==> config.mk <==
export PLATFORM = sky130hd
export DESIGN_NAME = vga_ctrl
export DESIGN_NICKNAME = d
export VERILOG_FILES = /design/src/rtl/vga_pkg.sv /design/src/rtl/vga_cnt.sv /design/src/rtl/vga_ctrl.sv
export SDC_FILE = /design/constraint.sdc
export NUM_CORES = 1
export LEC_CHECK = 0
export BUFFER_PORTS_ARGS = -buffer_cell sky130_fd_sc_hd__buf_2
export CAP_MARGIN = 20
export CORE_MARGIN = 8
export CORE_UTILIZATION = 39
export CTS_CLUSTER_DIAMETER = 40
export DETAILED_ROUTE_END_ITERATION = 16
export PLACE_DENSITY = 0.74
export RECOVER_POWER = 50
export SLEW_MARGIN = 40
export SYNTH_ARGS = -nofsm -noshare
export SYNTH_HDL_FRONTEND = slang
export SYNTH_SLANG_ARGS = --single-unit
==> constraint.sdc <==
create_clock -name vga_clk -period 1.8 [get_ports vga_clk]
set_input_delay 0.09 -clock vga_clk [delete_from_list [all_inputs] [get_ports vga_clk]]
set_output_delay 0.09 -clock vga_clk [all_outputs]
set_load 0.1 [all_outputs]
==> src/rtl/vga_pkg.sv <==
// Shared timing constants and RGB565 colours for the 640x480@60 Hz VGA path.
// All timing constants are 10-bit so that compares against the counters stay width-matched.
package vga_pkg;

  // Horizontal timing, in pixel clocks
  localparam logic [9:0] H_SYNC  = 10'd96;
  localparam logic [9:0] H_BACK  = 10'd40;
  localparam logic [9:0] H_LEFT  = 10'd8;
  localparam logic [9:0] H_VALID = 10'd640;
  localparam logic [9:0] H_RIGHT = 10'd8;
  localparam logic [9:0] H_FRONT = 10'd8;
  localparam logic [9:0] H_TOTAL = H_SYNC + H_BACK + H_LEFT + H_VALID + H_RIGHT + H_FRONT;

  // Vertical timing, in lines
  localparam logic [9:0] V_SYNC   = 10'd2;
  localparam logic [9:0] V_BACK   = 10'd25;
  localparam logic [9:0] V_TOP    = 10'd8;
  localparam logic [9:0] V_VALID  = 10'd480;
  localparam logic [9:0] V_BOTTOM = 10'd8;
  localparam logic [9:0] V_FRONT  = 10'd2;
  localparam logic [9:0] V_TOTAL  = V_SYNC + V_BACK + V_TOP + V_VALID + V_BOTTOM + V_FRONT;

  // First active column / row
  localparam logic [9:0] HA = H_SYNC + H_BACK + H_LEFT;
  localparam logic [9:0] VA = V_SYNC + V_BACK + V_TOP;

  // Coordinate value presented when no pixel is being requested
  localparam logic [9:0] PIX_IDLE = 10'h3FF;

  // RGB565 colours shared with the pixel generator
  typedef logic [15:0] rgb565_t;
  localparam rgb565_t RGB_BLACK   = 16'h0000;
  localparam rgb565_t RGB_WHITE   = 16'hFFFF;
  localparam rgb565_t RGB_RED     = 16'hF800;
  localparam rgb565_t RGB_GREEN   = 16'h07E0;
  localparam rgb565_t RGB_BLUE    = 16'h001F;
  localparam rgb565_t RGB_YELLOW  = 16'hFFE0;
  localparam rgb565_t RGB_CYAN    = 16'h07FF;
  localparam rgb565_t RGB_MAGENTA = 16'hF81F;

  // Pack separate channel values into one RGB565 word
  function automatic rgb565_t rgb565(input logic [4:0] r, input logic [5:0] g, input logic [4:0] b);
    return {r, g, b};
  endfunction

endpackage

==> src/rtl/vga_cnt.sv <==
// Wrapping 10-bit counter: advances when en is high, wraps MAX->0,
// and flags the terminal count so the next counter in the chain can step.
module vga_cnt
  import vga_pkg::*;
#(
  parameter logic [9:0] MAX = H_TOTAL - 10'd1
) (
  input  logic       vga_clk,
  input  logic       rst_n,
  input  logic       en,
  output logic [9:0] cnt,
  output logic       tc
);

  logic [9:0] cnt_reg;

  // Count up on enable, wrapping back to zero after MAX
  always_ff @(posedge vga_clk or negedge rst_n) begin
    if (!rst_n) begin
      cnt_reg <= '0;
    end else if (en) begin
      cnt_reg <= (cnt_reg == MAX) ? 10'd0 : cnt_reg + 10'd1;
    end
  end

  assign cnt = cnt_reg;
  assign tc  = (cnt_reg == MAX);

endmodule

==> src/rtl/vga_ctrl.sv <==
// VGA 640x480@60 Hz timing controller: H/V counters, sync decode, pixel request
// issued one clock ahead of the active window, and gating of returned pixel data.
// Optional feature macro: VGA_FRAME_CNT_EN adds frame_start / frame_cnt outputs.
module vga_ctrl
  import vga_pkg::*;
(
  input  logic        vga_clk,
  input  logic        rst_n,
  input  logic [15:0] pix_data,
  output logic [9:0]  pix_x,
  output logic [9:0]  pix_y,
  output logic        hsync,
  output logic        vsync,
  output logic [15:0] rgb
`ifdef VGA_FRAME_CNT_EN
  ,
  output logic        frame_start,
  output logic [7:0]  frame_cnt
`endif
);

  logic [9:0] cnt_h;
  logic [9:0] cnt_v;
  logic       tc_h;
  logic       tc_v;
  logic       v_win;
  logic       rgb_valid;
  logic       req;

  // Horizontal counter free-runs every pixel clock
  vga_cnt #(.MAX(H_TOTAL - 10'd1)) u_cnt_h (
    .vga_clk (vga_clk),
    .rst_n   (rst_n),
    .en      (1'b1),
    .cnt     (cnt_h),
    .tc      (tc_h)
  );

  // Vertical counter steps on the last pixel of every line
  vga_cnt #(.MAX(V_TOTAL - 10'd1)) u_cnt_v (
    .vga_clk (vga_clk),
    .rst_n   (rst_n),
    .en      (tc_h),
    .cnt     (cnt_v),
    .tc      (tc_v)
  );

  // Decode syncs, active window and the one-clock-early request window
  always_comb begin
    hsync     = (cnt_h <= H_SYNC - 10'd1);
    vsync     = (cnt_v <= V_SYNC - 10'd1);
    v_win     = (cnt_v >= VA) && (cnt_v < VA + V_VALID);
    rgb_valid = (cnt_h >= HA) && (cnt_h < HA + H_VALID) && v_win;
    req       = (cnt_h >= HA - 10'd1) && (cnt_h < HA + H_VALID - 10'd1) && v_win;
  end

  // Request coordinates lead the active window so registered pixel data lands aligned
  always_comb begin
    pix_x = PIX_IDLE;
    pix_y = PIX_IDLE;
    rgb   = RGB_BLACK;
    if (req) begin
      pix_x = cnt_h - (HA - 10'd1);
      pix_y = cnt_v - VA;
    end
    if (rgb_valid) begin
      rgb = pix_data;
    end
  end

`ifdef VGA_FRAME_CNT_EN
  logic       started_reg;
  logic [7:0] frame_cnt_reg;

  // started_reg masks the (0,0) state seen straight out of reset; frame count bumps on the wrap
  always_ff @(posedge vga_clk or negedge rst_n) begin
    if (!rst_n) begin
      started_reg   <= 1'b0;
      frame_cnt_reg <= 8'd0;
    end else begin
      started_reg <= 1'b1;
      if (tc_h && tc_v) begin
        frame_cnt_reg <= frame_cnt_reg + 8'd1;
      end
    end
  end

  assign frame_start = started_reg && (cnt_h == 10'd0) && (cnt_v == 10'd0);
  assign frame_cnt   = frame_cnt_reg;
`else
  // Frame-wrap strobe only has a consumer when frame counting is built in
  logic frame_wrap_unused;
  assign frame_wrap_unused = tc_h & tc_v;
`endif

endmodule

==> results of run 1 <==
[power groups by stage]
stage | Sequential, W | Combinational, W | Clock [W]
floorplan | 0.000458 | 0.000000138 | 0
global placement | 0.000458 | 0.0000265 | 0
detailed placement | 0.000458 | 0.0000286 | 0
CTS | 0.000449 | 0.0000306 | 0.000357
global route | 0.000449 | 0.0000337 | 0.000379
finish | 0.000449 | 0.0000299 | 0.000349
[timing repair]
action	CTS	global route
pin swaps	13	7
setup buffers	7	3
hold buffers	1	0
gates resized for setup	13	7
gates cloned	1	0
endpoints found under the hold margin	20	0
endpoints found under the setup margin	41	42
[metal layers]
| metal | track usage | part of all wire | up-vias |
|---|---|---|---|
| met3 | 0.0276 | 0.083 | 9 |
| met4 | 0.0857 | 0.018 | 0 |
| met2 | 0.375 | 0.53 | 103 |
| met1 | 0.204 | 0.36 | 930 |
| li1 | - | - | 883 |
| met5 | 0 | 0 | - |
[how the worst max path moves through the flow]
stage                           to  slack [ns]  cells after the start
after floorplan           pix_x[7]       -0.78                      4
after global placement    pix_x[7]       -0.07                      7
after detailed placement    rgb[2]       -0.15                      6
after CTS                   rgb[2]       -0.43                      8
after global routing      pix_x[2]       -0.59                      8
final                     pix_x[6]       -0.49                      8
[per-stage QoR]
stage | hold WS [ns] | TNS, ns
after floorplan | -0.206 | -10.17
after global placement | 0.0584 | -1.85
after detailed placement | 0.0665 | -3.52
after CTS | 0.315 | -14.25
after global routing | 0.572 | -19.09
final | 0.561 | -15.60
[layout by cell type (no fill, tap or decap), types with 4 or more instances in the layout]
master	n
a21oi_1	4
and2_4	16
buf_12	40
buf_2	16
buf_4	53
buf_6	4
clkbuf_8	4
dfrtp_1	16
dfrtp_2	4
ha_1	4
inv_1	5
nand2_1	5
nand3_1	6
nand3_4	13
nand4_1	10
nor2_1	13
nor3_1	4
o21ai_0	6
xnor2_1	13
xor2_1	6
[cell type report]
class / count / area, µm²
clock buffer: 4 / 55.1
fill: 207 / 709
inverter: 5 / 18.8
multi-input combinational: 148 / 1350
sequential: 20 / 505
tap: 50 / 62.6
timing repair buffer: 116 / 1350
[critical path, stage by stage (launching register included)]
cell and delay [ns]:
dfrtp_2 0.44, ha_4 0.20, nor4_4 0.18, nand3_2 0.16, buf_4 0.17, a21oi_4 0.24
buf_4 0.17, o2111ai_2 0.14, buf_12 0.22
[cells by family after synthesis]
family | after synthesis | synth area share
AOI/OAI and AO/OA | 28 | 0.129
and+or+nand+nor | 93 | 0.333
DFF | 20 | 0.301
adders and majority gates | 6 | 0.0451
muxes | 2 | 0.0135
xor gates and xnor gates | 19 | 0.100
buffers and inverters | 26 | 0.0782
==> flow_summary.json, run 1 <==
{
  "status": "finished with violations",
  "violations": "setup timing",
  "setup_viol": 39,
  "drive_gt1_frac": 0.590,
  "cts_buffer_depth": 2,
  "seq_power_share": 0.542,
  "core_area_um2": 4060,
  "num_rows": 23,
  "p_comb_frac": 0.036,
  "synth_area_um2": 1660,
  "cts_buffers": 3,
  "yosysSeqAreaShare": 0.301,
  "placed_area_um2": 3160,
  "r2r.worst_path.cells": 8,
  "htreeDepth": 1,
  "initial_core_util": 0.410,
  "crit_path_max_fanout": 5,
  "crit_type": "flip-flop to output port",
  "p_int_w": 0.000658,
  "powerDensity_nw_per_um2": 247,
  "synth_area_leaders": "dfrtp_1 (30%), xnor2_1 (6.8%), and2_1 (6.4%)",
  "timing.slew.headroom": 0.243,
  "maxCapViolations": 0,
  "synth_edf_count": 0,
  "nNetsFinal": 318,
  "peakVddDrop_mv": 0.271,
  "worst_slack_ns": -0.491,
  "post_drt_wl_per_cell_um": 19.2,
  "vias": 1925,
  "post-route-cell-area_um2": 3350,
  "tritoncts": "yes",
  "drcViolationCount": 0,
  "die_w_um": 81.3,
  "pwr-share-clk": 0.422,
  "grt_pass1_vias": 2060,
  "drtIter0Drc": 133,
  "first_pass_iters": 4,
  "yosysMostFrequentCell": "dfrtp_1",
  "synth_top_area_share": 0.301,
  "ctsRootBufferMaster": "clkbuf_8",
  "async_flop_share": 1.00,
  "start_kind": "flip-flop",
  "ys.warnings.count": 0,
  "worstMarginPinSlew_ns": 1.14,
  "place_ws_ns": -0.153,
  "netlist_instances": 194,
  "syn_nets": 218,
  "grt_max_degree": 21,
  "synth_common_cells": "dfrtp_1 (20), nand3_1 (19), and2_1 (17)",
  "crit_arrival_ns": 2.20,
  "r2r-start": "u_cnt_v.cnt[0]$_DFFE_PN0N_",
  "globalRoute.totalOverflow": 0,
  "post-route-util": 0.825,
  "post-route-period-util": 1.27,
  "slew_viol_final": 0,
  "p_switching_w": 0.000170,
  "instances_no_fill": 343,
  "synthToLayoutAreaGrowth_pct": 101,
  "avgSynthCellArea_um2": 8.58,
  "placed_cells": 330,
  "clkTransAtPathRegs_ns": 0.07,
  "viasPerCell": 5.61,
  "hold_path.class": "input port to asynchronous set/reset pin",
  "die-area_um2": 6610,
  "antenna_found_initial": 0,
  "synth_top_area_cell": "dfrtp_1",
  "period_minus_slack_ns": 2.29,
  "switching_share": 0.205,
  "wl_mm": 6.58,
  "fmax_mhz": 437,
  "dp_hpwl_mm": 4.56,
  "crit_path_start": "u_cnt_v.cnt[0]$_DFFE_PN0N_",
  "leakage_nw": 1.53,
  "synth_ff_type": "dfrtp_1",
  "clock-skew-final_ns": 0.00149,
  "routabilityCongestion": 0.950,
  "chipHeight_um": 81.3,
  "portBuffers": 55,
  "endpoint_kind": "output port",
  "ant_nets": 0,
  "rsz0062_at_grt": "yes",
  "hold_viol_final": 0,
  "finalPower_w": 0.000828,
  "ys_ff_latch": 20,
  "r2r_end": "u_cnt_v.cnt[0]$_DFFE_PN0N_",
  "critPathRequiredTime_ns": 1.71,
  "pin_count": 56,
  "synthDistinctLibCells": 40,
  "clk_latency_ns": 0.27,
  "rrSetupSlack_ns": -0.03,
  "gr-usage-all-layers": 0.196,
  "n_antenna_cell": 0,
  "grt_pass1_wl_mm": 10.1,
  "clock-sinks": 20
}
Power figures use the tool's default switching activity.
==> run 2: changes to the inputs <==
CTS_BUF_LIST = sky130_fd_sc_hd__clkbuf_16   (was not set)
==> run 2 against run 1 <==
The run still ends with setup timing left. First-iteration DRC count up 7.5%. Sequential power about the same. Register-to-register slack gained 0.04 ns. Critical endpoint is now rgb[9].
==> flow_summary.json, run 2 (synthesis results as in run 1) <==
{
  "cts_buffer_depth": 2,
  "leakage_nw": 1.56,
  "grt_pass1_vias": 2002,
  "post_drt_wl_per_cell_um": 19.7,
  "viasPerCell": 5.68,
  "setup_viol": 36,
  "r2r.worst_path.cells": 7,
  "num_rows": 23,
  "rrSetupSlack_ns": 0.01,
  "fmax_mhz": 448,
  "initial_core_util": 0.410,
  "dp_hpwl_mm": 4.56,
  "hold_viol_final": 0,
  "wl_mm": 6.78,
  "post-route-period-util": 1.24,
  "clock-sinks": 20,
  "start_kind": "flip-flop",
  "htreeDepth": 1,
  "nFillCells": 191,
  "antenna_found_initial": 0,
  "maxCapViolations": 0,
  "endpoint_kind": "output port",
  "violations": "setup timing",
  "drtIter0Drc": 143,
  "cts_buffers": 3,
  "finalPower_w": 0.000935,
  "grt_max_degree": 21,
  "routabilityCongestion": 0.950,
  "clkTransAtPathRegs_ns": 0.05,
  "ctsRootBufferMaster": "clkbuf_16",
  "placed_cells": 330,
  "worst_slack_ns": -0.435,
  "rsz0062_at_grt": "yes",
  "pin_count": 56,
  "mostFrequentLayoutCells": "buf_4 (54), buf_12 (41), and2_4 (16), buf_2 (16), dfrtp_1 (16)",
  "n_antenna_cell": 0,
  "chipHeight_um": 81.3,
  "peakVddDrop_mv": 0.381,
  "core_area_um2": 4060,
  "powerDensity_nw_per_um2": 272,
  "final_common_cell": "buf_4",
  "timing.slew.headroom": 0.255,
  "post-route-util": 0.847,
  "status": "finished with violations",
  "crit_path_max_fanout": 8,
  "clk_latency_ns": 0.25,
  "slew_viol_final": 0,
  "synthToLayoutAreaGrowth_pct": 107,
  "portBuffers": 55,
  "critPathRequiredTime_ns": 1.71,
  "drive_gt1_frac": 0.600,
  "period_minus_slack_ns": 2.23,
  "holdPathStages": 3,
  "tritoncts": "yes",
  "vias": 1960,
  "die-area_um2": 6610,
  "nNetsFinal": 320,
  "instances_no_fill": 345,
  "globalRoute.totalOverflow": 0,
  "ant_nets": 0,
  "first_pass_iters": 4,
  "worstMarginPinSlew_ns": 1.12,
  "hold_path.class": "input port to output port",
  "die_w_um": 81.3,
  "grt_pass1_wl_mm": 9.98,
  "clock-skew-final_ns": 0.00235,
  "crit_arrival_ns": 2.14,
  "drcViolationCount": 0,
  "gr-usage-all-layers": 0.192,
  "crit_type": "flip-flop to output port"
}
## run 2: changes by cell type in the layout (fill, tap and decap cells not counted), sizes merged
cell / before / now
clkbuf: 5 / 4
clkdlybuf4s15: 0 / 1
buf: 114 / 115
clkinv: 0 / 1
## run 2: per-layer routing
| layer | wire length (µm) | up-vias | global-route usage | share of wire |
|---|---|---|---|---|
| met5 | 0 | - | 0 | 0 |
| li1 | - | 889 | - | - |
| met1 | 2330 | 916 | 0.205 | 0.34 |
| met4 | 274 | 0 | 0.0714 | 0.040 |
| met2 | 3550 | 127 | 0.368 | 0.52 |
| met3 | 635 | 28 | 0.0287 | 0.094 |
## run 2: layout make-up
| type | count | area [µm²] | area share |
|---|---|---|---|
| Inverter | 5 | 18.8 | 0.00546 |
| Sequential cell | 20 | 505 | 0.147 |
| Multi-Input combinational cell | 148 | 1380 | 0.401 |
| Tap cell | 50 | 62.6 | 0.0182 |
| Timing Repair Buffer | 118 | 1390 | 0.405 |
| Clock buffer | 3 | 75.1 | 0.0218 |
| Clock inverter | 1 | 3.75 | 0.00109 |
## run 2: worst max-delay path, cell delays in order, from the launching register on
cell      delay, ns
dfrtp_1        0.39
ha_4           0.20
o41ai_4        0.08
a21o_2         0.27
a221oi_4       0.32
buf_4          0.18
buf_16         0.11
and2_4         0.16
buf_12         0.17
## run 2: path summary, 6_finish.rpt
check                                           startpoint                          to
worst max-delay path            u_cnt_v.cnt[1]$_DFFE_PN0N_                      rgb[9]
worst min-delay path                           pix_data[4]                      rgb[4]
worst max register to register    u_cnt_h.cnt[1]$_DFF_PN0_  u_cnt_v.cnt[4]$_DFFE_PN0N_
worst min register to register    u_cnt_h.cnt[0]$_DFF_PN0_    u_cnt_h.cnt[0]$_DFF_PN0_
max in group asynchronous                            rst_n  u_cnt_v.cnt[0]$_DFFE_PN0N_
min in group asynchronous                            rst_n    u_cnt_h.cnt[1]$_DFF_PN0_
## run 2: report_power, final
part,internal (W),switching [W],total (W)
Clock,0.000296,0.000160,0.000455
Combinational,0.0000140,0.0000160,0.0000300
Sequential,0.000450,0,0.000450
Total,0.000759,0.000176,0.000935
## run 2: timing repair
| item | 4_1_cts | 5_1_grt |
|---|---|---|
| pin swaps | 7 | 11 |
| setup endpoints to repair | 38 | 40 |
| resized for setup | 8 | 12 |
| setup buffers | 5 | 3 |
| hold buffers | 1 | 0 |
| cloned | 1 | 1 |
| hold endpoints to repair | 20 | 0 |
## run 2: per-stage QoR
stage | setup TNS [ns] | setup slack [ns] | instance area, µm² | hold slack, ns
4_1_cts | -13.60 | -0.404 | 3340 | 0.333
3_5_place_dp | -3.52 | -0.153 | 3160 | 0.0665
2_1_floorplan | -10.17 | -0.783 | 1960 | -0.206
6_report | -14.63 | -0.435 | 3440 | 0.553
3_3_place_gp | -1.85 | -0.0741 | 3160 | 0.0584
5_1_grt | -17.55 | -0.524 | 3440 | 0.557
